==> src/rtl/svc_pix_fb.sv <==
// svc_pix_fb: raster pixel stream to single-beat AXI writes into a linear frame buffer; define SVC_PIX_FB_SOF_EN to add s_pix_sof resync
module svc_pix_fb #(
   parameter int H_WIDTH           = 12,
   parameter int V_WIDTH           = 12,
   parameter int COLOR_WIDTH       = 4,
   parameter int AXI_ADDR_WIDTH    = 16,
   parameter int AXI_DATA_WIDTH    = 16,
   parameter int AXI_ID_WIDTH      = 4,
   parameter int OUTSTANDING_WIDTH = 3
) (
   input  logic                        clk,
   input  logic                        rst,
   input  logic                        s_pix_valid,
   input  logic [COLOR_WIDTH-1:0]      s_pix_red,
   input  logic [COLOR_WIDTH-1:0]      s_pix_grn,
   input  logic [COLOR_WIDTH-1:0]      s_pix_blu,
`ifdef SVC_PIX_FB_SOF_EN
   input  logic                        s_pix_sof,
`endif
   output logic                        s_pix_ready,
   input  logic [H_WIDTH-1:0]          h_visible,
   input  logic [V_WIDTH-1:0]          v_visible,
   output logic                        m_axi_awvalid,
   output logic [AXI_ID_WIDTH-1:0]     m_axi_awid,
   output logic [AXI_ADDR_WIDTH-1:0]   m_axi_awaddr,
   output logic [7:0]                  m_axi_awlen,
   output logic [2:0]                  m_axi_awsize,
   output logic [1:0]                  m_axi_awburst,
   input  logic                        m_axi_awready,
   output logic                        m_axi_wvalid,
   output logic [AXI_DATA_WIDTH-1:0]   m_axi_wdata,
   output logic [AXI_DATA_WIDTH/8-1:0] m_axi_wstrb,
   output logic                        m_axi_wlast,
   input  logic                        m_axi_wready,
   input  logic                        m_axi_bvalid,
   input  logic [AXI_ID_WIDTH-1:0]     m_axi_bid,
   input  logic [1:0]                  m_axi_bresp,
   output logic                        m_axi_bready,
   output logic                        idle,
   output logic                        err
);
   localparam int STRB_W = AXI_DATA_WIDTH / 8;
   localparam int SIZE = $clog2(STRB_W);
   localparam logic [AXI_ADDR_WIDTH-1:0] BEAT = AXI_ADDR_WIDTH'(STRB_W);
   localparam logic [OUTSTANDING_WIDTH:0] MAX_OUT = {1'b1, {OUTSTANDING_WIDTH{1'b0}}};
   logic [H_WIDTH-1:0] x, cur_x, nxt_x;
   logic [V_WIDTH-1:0] y, cur_y, nxt_y;
   logic [AXI_ADDR_WIDTH-1:0] addr, cur_addr, nxt_addr;
   logic [OUTSTANDING_WIDTH:0] outstanding, out_nxt;
   logic aw_free, w_free, accept, sof, x_more, y_more;
   logic unused_bid;
`ifdef SVC_PIX_FB_SOF_EN
   assign sof = s_pix_sof;
`else
   assign sof = 1'b0;
`endif
   assign unused_bid = ^m_axi_bid;
   assign m_axi_awid = '0;
   assign m_axi_awlen = 8'd0;
   assign m_axi_awsize = 3'(SIZE);
   assign m_axi_awburst = 2'b01;
   assign m_axi_wstrb = '1;
   assign m_axi_wlast = 1'b1;
   assign m_axi_bready = 1'b1;
   assign aw_free = !m_axi_awvalid || m_axi_awready;
   assign w_free = !m_axi_wvalid || m_axi_wready;
   assign s_pix_ready = aw_free && w_free && (outstanding < MAX_OUT);
   assign accept = s_pix_valid && s_pix_ready;
   assign idle = !m_axi_awvalid && !m_axi_wvalid && (outstanding == '0);
   // a start-of-frame pixel is treated as (0,0) at address 0 before advancing
   always_comb begin
      cur_x = sof ? '0 : x;
      cur_y = sof ? '0 : y;
      cur_addr = sof ? '0 : addr;
      x_more = cur_x < h_visible - H_WIDTH'(1);
      y_more = cur_y < v_visible - V_WIDTH'(1);
      nxt_x = x_more ? cur_x + H_WIDTH'(1) : '0;
      nxt_y = x_more ? cur_y : (y_more ? cur_y + V_WIDTH'(1) : '0);
      nxt_addr = (!x_more && !y_more) ? '0 : cur_addr + BEAT;
      out_nxt = (accept == m_axi_bvalid) ? outstanding :
                accept ? outstanding + 1'b1 :
                (outstanding == '0) ? outstanding : outstanding - 1'b1;
   end
   always_ff @(posedge clk) begin
      if (rst) begin
         x <= '0;
         y <= '0;
         addr <= '0;
         m_axi_awvalid <= 1'b0;
         m_axi_wvalid <= 1'b0;
         m_axi_awaddr <= '0;
         m_axi_wdata <= '0;
         outstanding <= '0;
         err <= 1'b0;
      end else begin
         if (accept) begin
            x <= nxt_x;
            y <= nxt_y;
            addr <= nxt_addr;
            m_axi_awaddr <= cur_addr;
            m_axi_wdata <= AXI_DATA_WIDTH'({s_pix_red, s_pix_grn, s_pix_blu});
         end
         m_axi_awvalid <= accept || (m_axi_awvalid && !m_axi_awready);
         m_axi_wvalid <= accept || (m_axi_wvalid && !m_axi_wready);
         outstanding <= out_nxt;
         err <= err || (m_axi_bvalid && m_axi_bresp != 2'b00);
      end
   end
endmodule

==> config.mk <==
export PLATFORM = sky130hd
export DESIGN_NAME = svc_pix_fb
export DESIGN_NICKNAME = d
export VERILOG_FILES = /design/src/rtl/svc_pix_fb.sv
export SDC_FILE = /design/constraint.sdc
export NUM_CORES = 1
export LEC_CHECK = 0
export CAP_MARGIN = 20
export CELL_PAD_IN_SITES_DETAIL_PLACEMENT = 0
export CELL_PAD_IN_SITES_GLOBAL_PLACEMENT = 1
export CORE_MARGIN = 2
export CORE_UTILIZATION = 32
export CTS_CLUSTER_SIZE = 8
export DETAILED_ROUTE_END_ITERATION = 8
export PLACE_DENSITY = 0.74
export SYNTH_ARGS = -nofsm -noshare
export SYNTH_HDL_FRONTEND = slang
export SYNTH_SLANG_ARGS = --single-unit
export TNS_END_PERCENT = 100
==> constraint.sdc <==
create_clock -name clk -period 3.1 [get_ports clk]
set_input_delay 0.93 -clock clk [delete_from_list [all_inputs] [get_ports clk]]
set_output_delay 0.93 -clock clk [all_outputs]
set_load 0.01 [all_outputs]
-- Yosys cells after proc, flatten, opt, wreduce, memory -nomap -nowiden
Cells that the tools add are included.
- register bits: 75
- input port bits: 48
- output and inout port bits: 58
- word-level logic and storage cells: 52
- add/sub/neg operators: 7
- magnitude comparators: 3
- eq/ne operators: 2
- multiplexer cells: 5
- bitwise logic cells: 2
- reduce and logical (&&, ||, !) cells: 24
- operator list (operator ; count):
    $add 12x1->12 const B ; 2
    $lt 12x12->1 ; 2
    $mux 12 ; 2
    $sub 12x1->12 const B ; 2
    $add 16x2->16 const B ; 1
    $mux 16 ; 1
    $logic_and 1x1->1 ; 9
    $mux 4 ; 2
    $logic_not 1->1 ; 6
    $logic_or 1x1->1 ; 5
    $add 4x1->4 const B ; 1
    $logic_not 4->1 ; 1
    $lt 4x4->1 const B ; 1
    $reduce_and 2->1 ; 2
    $sub 4x1->4 const B ; 1
    $ne 2x2->1 const B ; 1
    $not 1->1 ; 2
    $reduce_bool 2->1 ; 1
    $eq 1x1->1 ; 1

-- Depth between registers and ports, before layout
- depth after elaboration: 8
- gate-level depth with buffers: 14
- gate-level depth less buffers: 13

-- Worst setup path after synthesis
Ideal clock, no wire load.
- kind: in2reg
- start point: input port v_visible[9]
- end point: register addr[7]
- library setup time: 0.115 ns
- arrival: 3.179 ns
- data required time: 2.985 ns
- path slack: -0.193 ns
- cell stages on the path: 10
- path buffers: 1
- cell sequence: or4_1 -> nor3_1 -> xnor2_1 -> ha_1 -> nand4_1 -> o21ai_1 -> nor2_4 -> o21bai_4 -> buf_6 -> nor2_1
- longest elaborated chain between the ends: 5
- ends and longest elaborated chain (element ; line ; source):
    start, declared ; 22 ; input logic [V_WIDTH-1:0] v_visible,
    $sub 12x1->12 ; 76 ; y_more = cur_y < v_visible - V_WIDTH'(1);
    $lt 12x12->1 ; 76 ;
    $logic_not 1->1 ; 79 ; nxt_addr = (!x_more && !y_more) ? '0 : cur_addr + BEAT;
    $logic_and 1x1->1 ; 79 ;
    $mux 16 ; 79 ;
    end signal, assigned ; 99 ; addr <= nxt_addr;
    end, declared ; 48 ; logic [AXI_ADDR_WIDTH-1:0] addr, cur_addr, nxt_addr;
No other way between the ends.
A chain may end at the register's enable or synchronous reset.

-- Final worst setup path
- start point: input port h_visible[3]
- end point: register addr[7]
- longest elaborated chain between the ends: 5
- ends and longest elaborated chain (element ; line ; source):
    start, declared ; 21 ; input logic [H_WIDTH-1:0] h_visible,
    $sub 12x1->12 ; 75 ; x_more = cur_x < h_visible - H_WIDTH'(1);
    $lt 12x12->1 ; 75 ;
    $logic_not 1->1 ; 79 ;
    $logic_and 1x1->1 ; 79 ;
    $mux 16 ; 79 ;
No other way between the ends.

==> metrics.yaml <==
run_status:
  outcome: "finished with violations"
  violations: "negative setup slack"
cells_and_area:
  fillCellCount: 1238
  drive_gt1_frac: 0.262
  antenna_cells: 0
  syn_to_final_growth_pct: 51.5
  multi_input_area_um2: 2830
  finalInstanceArea_um2: 6280
  fin_nets: 730
  register_area_um2: 1460
drt:
  dr.pass1.iters: 4
  dr.first_iter.drc_count: 123
  vias_per_cell: 4.70
  num_vias: 3895
  ant_nets: 0
  remaining_drc_errors: 0
  wire_per_inst_um: 13.1
  routed_wl_mm: 10.8
sta:
  layout_setup_ws_ns: -0.219
  tightest_slew_ns: 0.579
  fin_crit_sh: 1.07
  rsz0062_at_grt: "true"
  max_freq_ghz: 0.301
  fin_skew_ns: 0.00625
  final_hold_viol_count: 0
  report.final.slew_viol_count: 0
  fin_crit_ns: 3.32
  max_slew_margin: 0.611
  setup_viol: 38
place:
  gp_congestion: 0.794
  dp_hpwl_mm: 7.40
  io_buffers: 75
  placed_area_um2: 5440
setup_path:
  crit_chain: "buf_8, nor2_4, nand3_2, or3_4, buf_6, nor3_4, xnor2_1, ha_1, and4_4, o211ai_1, o22ai_4, buf_6, o21ai_4, o21bai_4, buf_6, buf_12, nor2_4"
  slowest_stage: "or3_4"
  crit_required_ns: 3.32
  max_stage_delay_ns: 0.37
  cp-start-kind: "input pin"
  critPathMostFrequentCell: "buf_6"
  worstPathArrival_ns: 3.54
  cp-startpoint: "h_visible[3]"
  reg2reg_from: "cur_x[3]$_SDFFE_PP0P_"
  crit_type: "input pin to flip-flop"
  worst_setup_path_end_kind: "flip-flop"
  crit_buf_inv: 5
  crit_fanout: 6
  critPathTopFamily: "simple AND/OR/NAND/NOR gates"
floorplan:
  die_h_um: 118
  ioPinCount: 106
  die_w_um: 118
  start_util: 0.329
  core_area_um2: 12600
  die-area_um2: 13900
  fp-row-count: 41
power:
  ir_drop_uv: 323
  clkPwrFrac: 0.402
  p_sw_frac: 0.281
  intPower_mw: 2.16
  power_leakage_nw: 2.46
  seqPwrFrac: 0.355
  power_switching_mw: 0.842
  combPwrFrac: 0.243
  power_mw: 3.00
  pwr_density_cell_nw_per_um2: 478
clock_network:
  path_clk_slew_ns: 0.06
  cts_buffer_depth: 2
  htreeDepth: 3
  root_buffer: "clkbuf_16"
  numCtsBuffers: 9
  clock_latency_ns: 0.33
  holdBufCountCts: 0
  cts_tree: "built"
  clock-sinks: 73
synth:
  synthAdderAreaFrac: 0.0923
  synthSimpleGateAreaFrac: 0.251
  synth_compound_area_frac: 0.125
  synth_xor_area_frac: 0.0971
  synth_cells: 511
  ys.flop_type: "dfxtp_1"
  ys_ff_latch: 73
  yosys-mux-area-fraction: 0.00483
  syn_area_um2: 4150
  ys_types: 47
  synth_edf_count: 0
  synth.yosys.warnings: 0
  synth_top_family_by_area: "simple AND/OR/NAND/NOR gates"
  avgSynthCellArea_um2: 8.12
  async_reset_ff_frac: 0
  ys_seq_area_frac: 0.352
global_route:
  grt_use_total: 0.157
  grt_max_degree: 39
  antenna_found_initial: 0
  grt_pass1_wl_mm: 18.1
  grt_pass1_vias: 3872
  grt_overflow: 0
flow_run:
  maxCapViolations: 0
min_path:
  hold_path_class: "flip-flop to flip-flop"
  worstHoldStart: "m_axi_wdata[7]$_SDFFE_PP0P_"
==> routing by layer <==
layer / global-route usage / share of wire / up-vias
met1: 0.191 / 0.44 / 1806
met3: 0.0494 / 0.058 / 17
met4: 0.0535 / 0.015 / 0
met5: 0 / 0 / -
li1: - / - / 1985
met2: 0.261 / 0.49 / 87
==> final timing paths <==
check / end / slack [ns] / cells past startpoint
min reg2reg: m_axi_wdata[7]$_SDFFE_PP0P_ / 0.45 / 2
max: addr[7]$_SDFFE_PP0P_ / -0.22 / 17
max reg2reg: cur_x[1]$_SDFFE_PP0P_ / 0.97 / 10
min: m_axi_wdata[7]$_SDFFE_PP0P_ / 0.45 / 2
==> final cells by class <==
| cell class | instances | share of cell area |
|---|---|---|
| Clock buffer | 11 | 0.0386 |
| Clock inverter | 5 | 0.0163 |
| Inverter | 12 | 0.00717 |
| Multi-Input combinational cell | 408 | 0.451 |
| Sequential cell | 73 | 0.233 |
| Tap cell | 172 | 0.0343 |
| Timing Repair Buffer | 148 | 0.220 |
==> kinds of logic after synthesis <==
kind of cell,Yosys count
AOI/OAI and AO/OA,85
xor gates and xnor gates,46
adders and majority gates,30
buffers and inverters,54
DFF,73
muxes,2
other,2
and+or+nand+nor,219
==> timing repair <==
action | CTS | global route
pin swaps | 49 | 45
gates cloned | 2 | 1
setup buffers | 16 | 8
setup endpoints to repair | 40 | 39
gates resized for setup | 70 | 83
==> Yosys cell counts, types with 2 or more instances <==
cell | n | share of area
nand3b_1 | 2 | 0.0036
nor3_1 | 15 | 0.018
a21oi_1 | 52 | 0.063
dfxtp_1 | 73 | 0.35
and4_1 | 3 | 0.0063
nor2_1 | 50 | 0.045
nand2_1 | 82 | 0.074
ha_1 | 29 | 0.087
nand3_1 | 18 | 0.022
o21ai_0 | 12 | 0.014
buf_2 | 4 | 0.0048
xnor2_1 | 28 | 0.059
buf_1 | 2 | 0.0018
conb_1 | 2 | 0.0018
nor3b_1 | 2 | 0.0036
and3_1 | 10 | 0.015
mux2i_1 | 2 | 0.0048
nand4_1 | 8 | 0.012
nand2b_1 | 4 | 0.0060
o21a_1 | 6 | 0.011
or4_1 | 3 | 0.0054
a31oi_1 | 2 | 0.0030
buf_4 | 26 | 0.047
xor2_1 | 18 | 0.038
nand4b_1 | 5 | 0.011
inv_1 | 11 | 0.010
or3_1 | 4 | 0.0060
a21o_1 | 3 | 0.0054
nor4_1 | 6 | 0.0091
o211ai_1 | 2 | 0.0036
clkbuf_1 | 9 | 0.0081
nor2b_1 | 3 | 0.0045
==> registers in the layout, indices dropped and copies added, names as in the netlist <==
signal / flops
cur_x: 12
m_axi_awaddr: 15
m_axi_awvalid: 1
m_axi_wvalid: 1
outstanding: 4
addr: 15
err: 1
m_axi_wdata: 12
cur_y: 12
==> stage by stage <==
step | hold slack, ns | utilization | std cells | worst slack (ns) | setup TNS (ns)
global placement | 0.436 | 0.431 | 790 | -0.781 | -28.15
CTS | 0.455 | 0.481 | 823 | -0.276 | -7.64
detailed placement | 0.448 | 0.431 | 790 | -0.837 | -30.71
global route | 0.478 | 0.498 | 829 | -0.303 | -9.39
finish | 0.452 | 0.498 | 829 | -0.219 | -5.82
floorplan | 0.432 | - | 535 | -0.145 | -2.48
==> tightest hold or removal path, delay by kind of cell, from the launching register on <==
family,cells,cell delay (ns)
AND/OR/NAND/NOR,1,0.05
flip-flops,1,0.31
AO/OA/AOI/OAI,1,0.05
==> layout by cell type (no fill, tap or decap), drive strengths merged, types with 3 or more instances in the layout <==
master and count:
and3 10, nor3 15, or4 3, a21o 3
nor2 51, a21oi 52, nand4b 5, clkdlybuf4s50 53
or3 4, ha 29, clkbuf 19, dlygate4sd2 3
dfxtp 73, buf 79, conb 26, nand2b 4
xor2 18, nor4 6, nor2b 3, o21ai 15
nand2 82, inv 11, bufinv 3, xnor2 28
nand3 18, and4 3, o21a 6, nand4 8
==> power groups by stage <==
stage	Clock (mW)	Combinational [mW]	Sequential, mW
final	1.21	0.730	1.07
after global routing	1.28	0.803	1.08
after CTS	1.23	0.713	1.07
after detailed placement	0	0.689	1.09
after global placement	0	0.668	1.08
after floorplan	0	0.410	1.08
(Power assumes the default switching activity.)
==> RTL change: new RTL, same flow settings <==
Build with the macro `SVC_PIX_FB_SOF_EN` defined.
--- a/src/rtl/svc_pix_fb.sv
+++ b/src/rtl/svc_pix_fb.sv
@@ -1,4 +1,6 @@
 // svc_pix_fb: raster pixel stream to single-beat AXI writes into a linear frame buffer; define SVC_PIX_FB_SOF_EN to add s_pix_sof resync
+`define SVC_PIX_FB_SOF_EN
+
 module svc_pix_fb #(
    parameter int H_WIDTH           = 12,
    parameter int V_WIDTH           = 12,
Interface: changed (added s_pix_sof); port bits go from 106 to 107. The function was not compared with the original's and may differ.
==> RTL change against the unedited design <==
- the flow still finishes with violations (setup timing)
- synthesized cell count is 19% higher
- combinational power is 32% higher
- wire length is 28% higher
- cell area is 16% higher
- register-to-register slack worse by 0.52 ns
- synthesized area is 13% higher
- total power is 8.5% higher
- sequential cell count is 2 higher
- worst setup slack worse by 0.23 ns
- die area is 12% higher
- highest routed layer unchanged
- via count is 26% higher
- global-route usage is 1.1 points higher
- maximum frequency is 6.4% lower
==> RTL change: results (changes against the unedited design) <==
{| class="wikitable"
! Metric !! Value
|-
| Internal power || 2.28 mW (was 2.16 mW)
|-
| Longest Clk Path Bufs || 2 (unchanged)
|-
| Pin count of the biggest net entering global routing || 48 (was 39)
|-
| Synth area leaders || sky130_fd_sc_hd__dfxtp_1, sky130_fd_sc_hd__ha_1, sky130_fd_sc_hd__a21oi_1 (was sky130_fd_sc_hd__dfxtp_1, sky130_fd_sc_hd__ha_1, sky130_fd_sc_hd__nand2_1)
|-
| Post-detailed-placement half-perimeter wirelength || 9.58 mm (was 7.40 mm)
|-
| Level count of the clock H-tree || 3 (unchanged)
|-
| Biggest registers after layout || addr: 16 flops, m_axi_awaddr: 16 flops (was addr: 15 flops, m_axi_awaddr: 15 flops)
|-
| Leakage power figure || 3.05 nW (was 2.46 nW)
|-
| Layout cells sized above 1 || 29.6% (was 26.2%)
|-
| Worst hold-check path type || reg2reg (unchanged)
|-
| Routed via count || 4,890 (was 3,895)
|-
| Count of different cell masters after synthesis || 59 (was 47)
|-
| Crit path setup slack, layout || -0.444 ns (was -0.219 ns)
|-
| Maximum vdd ir drop || 0.280 mV (was 0.323 mV)
|-
| Slowest-stage cell, CP || sky130_fd_sc_hd__or3_4 (unchanged)
|-
| First-pass GRT wire length || 22.0 mm (was 18.1 mm)
|-
| Sequential cell area fraction in the yosys report || 32.1% (was 35.2%)
|-
| Instance count after placement with tap cells included || 935 (was 790)
|-
| Average instance area after synthesis || 7.68 µm² (was 8.12 µm²)
|-
| Status || finished, violations left (unchanged)
|-
| Top FF cell, synth || sky130_fd_sc_hd__dfxtp_1 (unchanged)
|-
| Violations in the final reports || setup timing (unchanged)
|-
| Commonest cells post-synth || sky130_fd_sc_hd__nand2_1, sky130_fd_sc_hd__dfxtp_1, sky130_fd_sc_hd__a21oi_1, sky130_fd_sc_hd__nor2_1 (was sky130_fd_sc_hd__nand2_1, sky130_fd_sc_hd__dfxtp_1, sky130_fd_sc_hd__a21oi_1, sky130_fd_sc_hd__nor2_1, sky130_fd_sc_hd__ha_1)
|-
| Pre-antenna DRT Iters || 4 (unchanged)
|-
| Non-filler cells in the finished layout || 977 (was 829)
|-
| Iteration-0 DRC Markers || 224 (was 123)
|-
| Latest clock arrival within the worst-skew pair || 0.33 ns (about the same)
|-
| Clock tree root buffer cell || sky130_fd_sc_hd__clkbuf_16 (unchanged)
|-
| Number of nets at the end of the flow || 867 (was 730)
|-
| Vias in the first global route || 4,763 (was 3,872)
|-
| Port Buf Inserts || 77 (was 75)
|-
| Overall global routing resource usage || 16.8% (was 15.7%)
|-
| Number of antenna violations at the first check in global routing || 0 (unchanged)
|-
| Final worst clock skew || 0.00936 ns (was 0.00625 ns)
|-
| Synthesis warning total || 0 (unchanged)
|-
| Crit path max fanout || 5 (was 6)
|-
| Total wire length || 13.9 mm (was 10.8 mm)
|-
| Setup violators final || 40 (was 38)
|-
| Antenna cells || 0 (unchanged)
|-
| Remaining max-slew budget at the tightest pin || 54.1% (was 61.1%)
|-
| Gp weighted congestion || 0.864 (was 0.794)
|-
| Data arrival time of the critical path || 3.80 ns (was 3.54 ns)
|}
## RTL change: cell count changes after synthesis, sizes merged, moves of 11 or more
cell | before | now
nor2b | 3 | 26
nand3 | 18 | 30
clkbuf | 9 | 22
a21oi | 52 | 68
xor2 | 18 | 7
and3 | 10 | 22
## RTL change: final timing paths
path | start | to | slack, ns | depth (start not counted)
worst max-delay path | h_visible[3] | addr[8]$_SDFFE_PP0P_ | -0.44 | 16
worst min-delay path | m_axi_wdata[10]$_SDFFE_PP0P_ | m_axi_wdata[10]$_SDFFE_PP0P_ | 0.45 | 2
worst max register to register | x[10]$_SDFFE_PP0P_ | addr[8]$_SDFFE_PP0P_ | 0.45 | 12
worst min register to register | m_axi_wdata[10]$_SDFFE_PP0P_ | m_axi_wdata[10]$_SDFFE_PP0P_ | 0.45 | 2
## RTL change: cell families (layout without fill, tap and decap cells)
kind of cell | after synthesis | after routing | synth area share (%)
other | 2 | 25 | 0.160
muxes | 3 | 3 | 0.642
buffers and inverters | 67 | 227 | 7.51
and+or+nand+nor | 279 | 280 | 29.9
xor gates and xnor gates | 26 | 26 | 4.87
adders and majority gates | 30 | 30 | 8.18
AOI/OAI and AO/OA | 127 | 127 | 16.7
DFF | 75 | 75 | 32.1
## RTL change: final cells by class
cell class / count / area [µm²]
timing repair buffer: 196 / 1760
inverter: 15 / 61.3
clock inverter: 5 / 100
sequential: 75 / 1500
clock buffer: 11 / 243
fill: 1347 / 7120
tap: 184 / 230
multi-input combinational: 491 / 3400
## RTL change: stage by stage
step / TNS [ns] / util, % / power (mW) / instance area, µm² / setup WS (ns)
6_report: -14.38 / 50.6 / 3.26 / 7300 / -0.444
5_1_grt: -19.12 / 50.6 / 3.43 / 7300 / -0.571
4_1_cts: -19.41 / 48.1 / 3.25 / 6940 / -0.580
3_5_place_dp: -43.18 / 43.9 / 2.01 / 6330 / -1.20
3_3_place_gp: -39.49 / 43.9 / 1.99 / 6330 / -1.07
2_1_floorplan: -13.46 / - / 1.64 / 4900 / -0.466
## RTL change: power by group through the flow
stage | combinational, mW | clock (mW) | sequential (mW)
detailed placement | 0.905 | 0 | 1.11
CTS | 0.934 | 1.23 | 1.09
global placement | 0.884 | 0 | 1.11
global route | 1.06 | 1.27 | 1.10
floorplan | 0.532 | 0 | 1.11
finish | 0.966 | 1.20 | 1.09
## RTL change: what timing repair did
action	4_1_cts	5_1_grt
resized for setup	75	82
pin swaps	27	56
endpoints found under the setup margin	41	40
cloned	1	1
buffers inserted	13	16
## RTL change: metal layers
metal	wire [µm]	up-vias	global-route usage, %
li1	-	2454	-
met1	5950	2278	20.4
met2	6950	137	29.0
met3	723	21	3.95
met4	242	0	6.08
met5	0	-	0
